### src/rtl/id_ex_stage_pkg.sv
// Shared encodings and the decoder control bundle used by the ID/EX stage and the main decoder.
package id_ex_stage_pkg;

  localparam logic [1:0] RES_ALU = 2'b00;
  localparam logic [1:0] RES_MEM = 2'b01;
  localparam logic [1:0] RES_PC4 = 2'b10;

  localparam logic [1:0] FWD_RF  = 2'b00;
  localparam logic [1:0] FWD_WB  = 2'b01;
  localparam logic [1:0] FWD_MEM = 2'b10;

  localparam logic [4:0] REG_X0 = 5'd0;

  // All-zero value is the decoder's op=0000000 encoding and acts as a NOP.
  typedef struct packed {
    logic       reg_write;
    logic [1:0] result_src;
    logic       mem_write;
    logic       branch;
    logic       jump;
    logic       jalr;
    logic [3:0] alu_control;
    logic       alu_src_a;
    logic       alu_src_b;
  } ctrl_t;

  localparam int unsigned CTRL_W = $bits(ctrl_t);

  // MEM result is newer than WB, so it wins when both match.
  function automatic logic [1:0] fwd_sel(logic [4:0] rs, logic [4:0] rd_m, logic we_m,
                                         logic [4:0] rd_w, logic we_w);
    if (we_m && (rd_m != REG_X0) && (rd_m == rs)) return FWD_MEM;
    if (we_w && (rd_w != REG_X0) && (rd_w == rs)) return FWD_WB;
    return FWD_RF;
  endfunction

endpackage

### src/rtl/hazard_unit.sv
// Combinational hazard logic: load-use stall, branch/jump flush and EX operand forwarding.
module hazard_unit
  import id_ex_stage_pkg::*;
(
  input  logic [4:0] rs1_d_i,
  input  logic [4:0] rs2_d_i,
  input  logic [4:0] rs1_e_i,
  input  logic [4:0] rs2_e_i,
  input  logic [4:0] rd_e_i,
  input  logic [1:0] result_src_e_i,
  input  logic       pc_src_e_i,
  input  logic [4:0] rd_m_i,
  input  logic [4:0] rd_w_i,
  input  logic       reg_write_m_i,
  input  logic       reg_write_w_i,
  output logic       lw_stall_o,
  output logic       flush_d_o,
  output logic       flush_e_o,
  output logic [1:0] forward_a_e_o,
  output logic [1:0] forward_b_e_o
);

  // A taken branch/jump squashes the dependent instruction anyway, so it suppresses the stall.
  assign lw_stall_o = (result_src_e_i == RES_MEM) && (rd_e_i != REG_X0) &&
                      ((rd_e_i == rs1_d_i) || (rd_e_i == rs2_d_i)) && !pc_src_e_i;

  assign flush_d_o = pc_src_e_i;
  assign flush_e_o = lw_stall_o | pc_src_e_i;

  assign forward_a_e_o = fwd_sel(rs1_e_i, rd_m_i, reg_write_m_i, rd_w_i, reg_write_w_i);
  assign forward_b_e_o = fwd_sel(rs2_e_i, rd_m_i, reg_write_m_i, rd_w_i, reg_write_w_i);

endmodule

### src/rtl/id_ex_stage.sv
// ID/EX pipeline register bank with hazard detection and a saturating bubble counter.
module id_ex_stage
  import id_ex_stage_pkg::*;
#(
  parameter int unsigned XLEN  = 32,
  parameter int unsigned CNT_W = 32
) (
  input  logic             clk,
  input  logic             reset_n,
  input  logic             RegWriteD,
  input  logic             MemWriteD,
  input  logic             BranchD,
  input  logic             JumpD,
  input  logic             JALRD,
  input  logic             ALUSrcAD,
  input  logic             ALUSrcBD,
  input  logic [1:0]       ResultSrcD,
  input  logic [3:0]       ALUControlD,
  input  logic [2:0]       funct3D,
  input  logic [XLEN-1:0]  RD1D,
  input  logic [XLEN-1:0]  RD2D,
  input  logic [XLEN-1:0]  PCD,
  input  logic [XLEN-1:0]  ImmExtD,
  input  logic [XLEN-1:0]  PCPlus4D,
  input  logic [4:0]       Rs1D,
  input  logic [4:0]       Rs2D,
  input  logic [4:0]       RdD,
  input  logic             PCSrcE,
  input  logic [4:0]       RdM,
  input  logic [4:0]       RdW,
  input  logic             RegWriteM,
  input  logic             RegWriteW,
  output logic             RegWriteE,
  output logic             MemWriteE,
  output logic             BranchE,
  output logic             JumpE,
  output logic             JALRE,
  output logic             ALUSrcAE,
  output logic             ALUSrcBE,
  output logic [1:0]       ResultSrcE,
  output logic [3:0]       ALUControlE,
  output logic [2:0]       funct3E,
  output logic [XLEN-1:0]  RD1E,
  output logic [XLEN-1:0]  RD2E,
  output logic [XLEN-1:0]  PCE,
  output logic [XLEN-1:0]  ImmExtE,
  output logic [XLEN-1:0]  PCPlus4E,
  output logic [4:0]       Rs1E,
  output logic [4:0]       Rs2E,
  output logic [4:0]       RdE,
  output logic             ValidE,
  output logic             StallF,
  output logic             StallD,
  output logic             FlushD,
  output logic [1:0]       ForwardAE,
  output logic [1:0]       ForwardBE,
  output logic [CNT_W-1:0] BubbleCount
);

  ctrl_t            ctrl_d, ctrl_q;
  logic [2:0]       funct3_q;
  logic [XLEN-1:0]  rd1_q, rd2_q, pc_q, imm_q, pc4_q;
  logic [4:0]       rs1_q, rs2_q, rd_q;
  logic             valid_q;
  logic [CNT_W-1:0] bubble_q;
  logic             lw_stall, flush_d, flush_e;

  always_comb begin
    ctrl_d = '{
      reg_write:   RegWriteD,
      result_src:  ResultSrcD,
      mem_write:   MemWriteD,
      branch:      BranchD,
      jump:        JumpD,
      jalr:        JALRD,
      alu_control: ALUControlD,
      alu_src_a:   ALUSrcAD,
      alu_src_b:   ALUSrcBD
    };
  end

  // A bubble is the same all-zero state as reset, so RdE=0 can never match a forward.
  always_ff @(posedge clk) begin
    if (!reset_n || flush_e) begin
      ctrl_q   <= '0;
      funct3_q <= '0;
      rd1_q    <= '0;
      rd2_q    <= '0;
      pc_q     <= '0;
      imm_q    <= '0;
      pc4_q    <= '0;
      rs1_q    <= '0;
      rs2_q    <= '0;
      rd_q     <= '0;
      valid_q  <= 1'b0;
    end else begin
      ctrl_q   <= ctrl_d;
      funct3_q <= funct3D;
      rd1_q    <= RD1D;
      rd2_q    <= RD2D;
      pc_q     <= PCD;
      imm_q    <= ImmExtD;
      pc4_q    <= PCPlus4D;
      rs1_q    <= Rs1D;
      rs2_q    <= Rs2D;
      rd_q     <= RdD;
      valid_q  <= 1'b1;
    end
  end

  always_ff @(posedge clk) begin
    if (!reset_n) begin
      bubble_q <= '0;
    end else if (flush_e && (bubble_q != '1)) begin
      bubble_q <= bubble_q + CNT_W'(1);
    end
  end

  hazard_unit u_hazard_unit (
    .rs1_d_i       (Rs1D),
    .rs2_d_i       (Rs2D),
    .rs1_e_i       (rs1_q),
    .rs2_e_i       (rs2_q),
    .rd_e_i        (rd_q),
    .result_src_e_i(ctrl_q.result_src),
    .pc_src_e_i    (PCSrcE),
    .rd_m_i        (RdM),
    .rd_w_i        (RdW),
    .reg_write_m_i (RegWriteM),
    .reg_write_w_i (RegWriteW),
    .lw_stall_o    (lw_stall),
    .flush_d_o     (flush_d),
    .flush_e_o     (flush_e),
    .forward_a_e_o (ForwardAE),
    .forward_b_e_o (ForwardBE)
  );

  assign RegWriteE   = ctrl_q.reg_write;
  assign MemWriteE   = ctrl_q.mem_write;
  assign BranchE     = ctrl_q.branch;
  assign JumpE       = ctrl_q.jump;
  assign JALRE       = ctrl_q.jalr;
  assign ALUSrcAE    = ctrl_q.alu_src_a;
  assign ALUSrcBE    = ctrl_q.alu_src_b;
  assign ResultSrcE  = ctrl_q.result_src;
  assign ALUControlE = ctrl_q.alu_control;
  assign funct3E     = funct3_q;
  assign RD1E        = rd1_q;
  assign RD2E        = rd2_q;
  assign PCE         = pc_q;
  assign ImmExtE     = imm_q;
  assign PCPlus4E    = pc4_q;
  assign Rs1E        = rs1_q;
  assign Rs2E        = rs2_q;
  assign RdE         = rd_q;
  assign ValidE      = valid_q;
  assign StallF      = lw_stall;
  assign StallD      = lw_stall;
  assign FlushD      = flush_d;
  assign BubbleCount = bubble_q;

endmodule
### config.mk
export PLATFORM = sky130hd
export DESIGN_NAME = id_ex_stage
export DESIGN_NICKNAME = d
export VERILOG_FILES = /design/src/rtl/id_ex_stage_pkg.sv /design/src/rtl/hazard_unit.sv /design/src/rtl/id_ex_stage.sv
export SDC_FILE = /design/constraint.sdc
export NUM_CORES = 1
export LEC_CHECK = 0
export BUFFER_PORTS_ARGS = -buffer_cell sky130_fd_sc_hd__buf_2
export CORE_AREA = 5 5 166 168
export DETAILED_ROUTE_END_ITERATION = 10
export DIE_AREA = 0 0 171 173
export GPL_TIMING_DRIVEN = 0
export HOLD_SLACK_MARGIN = 0.08
export PLACE_DENSITY = 0.69
export SLEW_MARGIN = 10
export SYNTH_ARGS = -nofsm -noshare
export SYNTH_HDL_FRONTEND = slang
export SYNTH_SLANG_ARGS = --single-unit
### constraint.sdc
create_clock -name clk -period 4.2 [get_ports clk]
set_clock_uncertainty 0.1 [all_clocks]
set_input_delay 0.21 -clock clk [delete_from_list [all_inputs] [get_ports clk]]
set_output_delay 0.21 -clock clk [all_outputs]
set_load 0.02 [all_outputs]
# --- After elaboration in Yosys (flattened, before gate mapping) ---
# Cells that the tools add are included.
op_classes:
  addsub: 1
  eq_ne: 8
  muxes: 15
  bitwise: 1
  n_reduce_logical: 17
ops:
  columns: ["op", "n"]
  rows:
  - ["$add 32x1->32 const B", 1]
  - ["$ne 32x32->1 const B", 1]
  - ["$eq 5x5->1", 6]
  - ["$mux 2", 8]
  - ["$reduce_bool 5->1", 3]
  - ["$logic_and 1x1->1", 10]
  - ["$mux 1", 7]
  - ["$eq 2x1->1 const B", 1]
  - ["$logic_not 1->1", 2]
  - ["$logic_or 1x1->1", 2]
  - ["$or 1x1->1", 1]
word_totals:
  register_bits: 224
  wordCells: 62

# --- Depth between registers and ports, before layout ---
depth:
  ltp_word: 7
  ltp_mapped: 9
  depth_no_buf: 7

# --- Hierarchy ---
# A second synthesis with hierarchy kept.
hier_totals:
  hier_cells: 675
  hier_area_um2: 7250.7
by_module_without_submodules:
  columns: ["module", "n_inst", "cells_each", "area_per_inst_um2", "seq_area_each_um2"]
  rows:
  - ["id_ex_stage", 1, 622, 6829.0, 4484.3]
  - ["hazard_unit", 1, 53, 421.7, 0.0]

# --- Worst setup path before layout ---
# OpenSTA, ideal clock, no wires.
synth_timing:
  kind: "register to register"
  startpoint: "register bubble_q[0], in the netlist BubbleCount[0]"
  endpoint: "register bubble_q[0], in the netlist BubbleCount[0]"
  arrival_time_ns: 2.047
  slack_ns: 1.983
  stages_incl_launch_ff: 10
  synth_period_minus_slack_ns: 2.217
  cell_sequence: "dfxtp_1 ha_1 nand3_1 nor3_4 and3_1 buf_2 buf_2 buf_2 o21ai_0 a21oi_1"
synth_via:
  elab_chain_len: 2
  word_cells_on_any_way: 3
  cone_classes: "1 x add/sub; 1 x eq/ne; 1 x reduce/logical"
synth_lines:
  columns: ["item", "line", "rtl"]
  rows:
  - ["start, declared", "id_ex_stage.sv:65", "logic [CNT_W-1:0] bubble_q;"]
  - ["start signal, assigned", "id_ex_stage.sv:115", "bubble_q <= bubble_q + CNT_W'(1);"]
  - ["branches (longest 2 deep; another with $add 32x1->32)", null, null]
# Several ways; the timed one is not identified.
# A chain may end at the register's enable or synchronous reset.

# --- Final worst setup path ---
layout_timing:
  startpoint: "register rd_q[0], in the netlist RdE[0]"
  endpoint: "register ctrl_q, in the netlist BranchE"
layout_via:
  elab_chain_len: 6
  word_cells_on_any_way: 9
  cone_classes: "2 x eq/ne; 1 x bitwise; 6 x reduce/logical"
layout_lines:
  columns: ["item", "line", "rtl"]
  rows:
  - ["start, declared", "id_ex_stage.sv:63", "logic [4:0] rs1_q, rs2_q, rd_q;"]
  - ["start signal, assigned", "id_ex_stage.sv:106", "rd_q <= RdD;"]
  - ["$eq 5x5->1 or $reduce_bool 5->1 (tied branches)", "hazard_unit.sv:25, hazard_unit.sv:24", null]
  - ["$logic_or 1x1->1 or $logic_and 1x1->1 (tied branches)", "hazard_unit.sv:25, hazard_unit.sv:24", null]
  - ["$logic_and 1x1->1 (*)", "hazard_unit.sv:24", "assign lw_stall_o = (result_src_e_i == RES_MEM) && (rd_e_i != REG_X0) &&"]
  - ["$logic_and 1x1->1 (*)", "hazard_unit.sv:25", "((rd_e_i == rs1_d_i) || (rd_e_i == rs2_d_i)) && !pc_src_e_i;"]
  - ["$or 1x1->1 (*)", "hazard_unit.sv:28", "assign flush_e_o = lw_stall_o | pc_src_e_i;"]
  - ["$logic_or 1x1->1 (*)", "id_ex_stage.sv:84", "if (!reset_n || flush_e) begin"]
  - ["end signal, assigned", "id_ex_stage.sv:97", "ctrl_q <= ctrl_d;"]
  - ["end, declared", "id_ex_stage.sv:60", "ctrl_t ctrl_d, ctrl_q;"]
# Mark *: on every way between the ends. The rest lies on a longest branch, timed or not.

==> run summary <==
outcome = finished clean
Total GRT Usage = 20.3%
Routed Antenna Nets = 0
Final Non-Filler Cells = 1,696
initial antenna violation count = 8
# DRC = 0
Post-synth EDFFs = 0
CTS Buf Count = 24
crit path kind = flip-flop to flip-flop
RSZ-0062 raised after global routing = no
wirelength, routed = 32.6 mm
commonest non-fill, non-tap cell in the layout = buf_2
Worst-Skew Late Latency = 0.51 ns
CP required = 4.50 ns
sw power = 1.20 mW
Cell variety after synth = 48
met3 Resource Use GR = 4.91%
Vias = 8,098
clk slew on worst S/H paths = 0.06 ns
Critical Path AT = 2.99 ns
num ports = 437
met1 Use GR = 23.4%
die width = 171 µm
Clock power frac = 43.5%
Clock Path Buffers = 3
Max-cap violations = 0
clk root buf = clkbuf_16
Setup Total Neg Slack = 0 ns
fraction of layout cells with a size suffix above 1 = 38.1%
HP Class = input pin to flip-flop
GR Layer Usage met2 = 36.6%
synthesis-stage register bit count = 224
num rows = 59
footprint of the multi-input gates = 2650 µm²
H-tree level count = 1
Syn Area/Cell = 10.8 µm²
post-CTS setup buffers = 0
gpl congestion = 0.887
endpoints failing hold = 0
Top FF cell, synth = dfxtp_1
Area Growth Syn to Fin = 72.0%
number of global-route vias before repair = 8,350
Final Net Count = 1,546
port bufs = 435
CTS tree = yes
Yosys warning count = 0
leakage power = 6.65 nW
Synth Cell Area = 7410 µm²
DP Cell Count = 1,457
Slew @ Worst Pin = 0.630 ns
power per cell area = 396 nW/µm²
CP Launch Type = flip-flop
Rel. slew slack = 57.8%
Sequential cell area = 4480 µm²
CP endpoint kind = flip-flop
DP Wirelength = 22.2 mm
sequential area share after synthesis = 60.5%
cells after synthesis = 687
routed len/inst = 19.2 µm
Synth Net Count = 894
die height = 173 µm
DR pass1 iterations = 5
max-slew violation total from the final report = 0
first-pass GRT wire length = 47.9 mm
post-layout util = 49.5%
Comb pwr share = 12.3%
worst IR drop on VDD = 0.000312 V
Fmax = 372 MHz
Vias/cell = 4.77
Seq pwr share = 44.2%
largest net degree at the start of global routing = 14
Core Area = 25,800 µm²
Setup-failing EPs final = 0
Sink Count = 224
switching part of the total = 23.8%
fin crit share = 64.0%
Synth async-reset ratio = 0%
Starting DRT DRC Count = 485
Starting Density = 28.8%
die area = 29,600 µm²
Fill cells = 2,262
Int Pwr = 3.85 mW
Crit Path Max Fanout = 10
gr ovfl total = 0
final worst path period need = 2.69 ns
most frequent cells in the layout = buf_2, dfxtp_1, and3_1
GRT Max-Usage Layer = met2
-- layout make-up --
type / instances / share of cell area [%]
Sequential cell: 224 / 35.2
Inverter: 5 / 0.147
Buffer: 57 / 2.06
Tap cell: 335 / 3.29
Antenna cell: 5 / 0.0981
Timing Repair Buffer: 626 / 32.1
Clock buffer: 37 / 5.57
Multi-Input combinational cell: 401 / 20.8
Clock inverter: 6 / 0.844
-- layer usage --
layer,share of wire [%],routed length [µm],vias to the layer above
li1,-,-,3774
met1,38,12400,3827
met2,51,16500,422
met3,8.4,2750,75
met4,3.1,1020,0
met5,0,0,-
-- power by group through the flow --
stage / Sequential [mW] / Combinational (mW) / Clock, mW
floorplan: 2.37 / 0.126 / 0
global placement: 2.28 / 0.458 / 0
detailed placement: 2.28 / 0.462 / 0
CTS: 2.23 / 0.607 / 2.23
global route: 2.24 / 0.658 / 2.32
finish: 2.23 / 0.620 / 2.19
-- critical path: stages (launching register included) --
cell,delay [ns]
dfxtp_1,0.35
or4_1,0.52
nor2_1,0.16
nor3b_2,0.10
a21oi_2,0.33
buf_2,0.34
clkbuf_2,0.31
and3_1,0.37
-- state kept, by name (all words and copies together), names as in the netlist, 2 cells and up --
| register | flops |
|---|---|
| Rs2E | 5 |
| RdE | 5 |
| ALUControlE | 4 |
| RD1E | 32 |
| ImmExtE | 32 |
| Rs1E | 5 |
| ResultSrcE | 2 |
| funct3E | 3 |
| BubbleCount | 32 |
| RD2E | 32 |
| PCPlus4E | 32 |
| PCE | 32 |
-- cell usage after synthesis (3+ instances only) --
master    instances  area [µm²]
mux2i_1           4        40.0
or4_1            21         158
or3_1             8        50.1
inv_1             5        18.8
nand3_1          17        85.1
o31ai_1          18         135
o21ai_0           6        30.0
nor4_1            7        43.8
o21ai_1           5        25.0
clkbuf_1         27         101
xor2_1           14         123
dfxtp_1         224        4480
clkbuf_2         18        90.1
nand4_1           8        50.1
nor2_1            3        11.3
nand2_1          18        67.6
and3_1          195        1220
xnor2_1          16         140
buf_2             9        45.0
nand2b_1          5        31.3
a21oi_1          23         115
-- worst paths after layout --
kind                       start             end  slack [ns]  cells after the start
setup / recovery          RdE[0]         BranchE        1.51                      7
hold / removal           reset_n  BubbleCount[4]        0.15                      3
setup reg to reg          RdE[0]         BranchE        1.51                      7
hold reg to reg   BubbleCount[7]  BubbleCount[7]        0.40                      2
-- metrics by stage --
step                hold slack [ns]  setup slack [ns]  power (mW)  area, µm²
global route                  0.221              1.38        5.22      12800
global placement              0.341              1.51        2.73      10000
CTS                           0.178              1.44        5.06      12700
finish                        0.154              1.51        5.05      12800
floorplan                     0.256              1.98        2.50       7410
detailed placement            0.343              1.46        2.74      10000
-- kinds of logic (layout without fill, tap and decap cells) --
group | count (synthesis) | in the layout | synth area share (%)
AO/OA/AOI/OAI | 63 | 63 | 5.47
XOR/XNOR | 30 | 30 | 3.54
adder cells (fa/ha/maj) | 1 | 1 | 0.169
buffers and inverters | 62 | 731 | 3.80
flip-flops | 224 | 224 | 60.5
multiplexers | 4 | 4 | 0.540
other | 0 | 5 | 0
AND/OR/NAND/NOR | 303 | 303 | 26.0
-- timing repair --
action                                 4_1_cts  5_1_grt
gates resized for setup                      0        0
endpoints found under the hold margin      191        0
hold buffers                               191        0
Note: power is estimated with default switching activity, not from simulation.
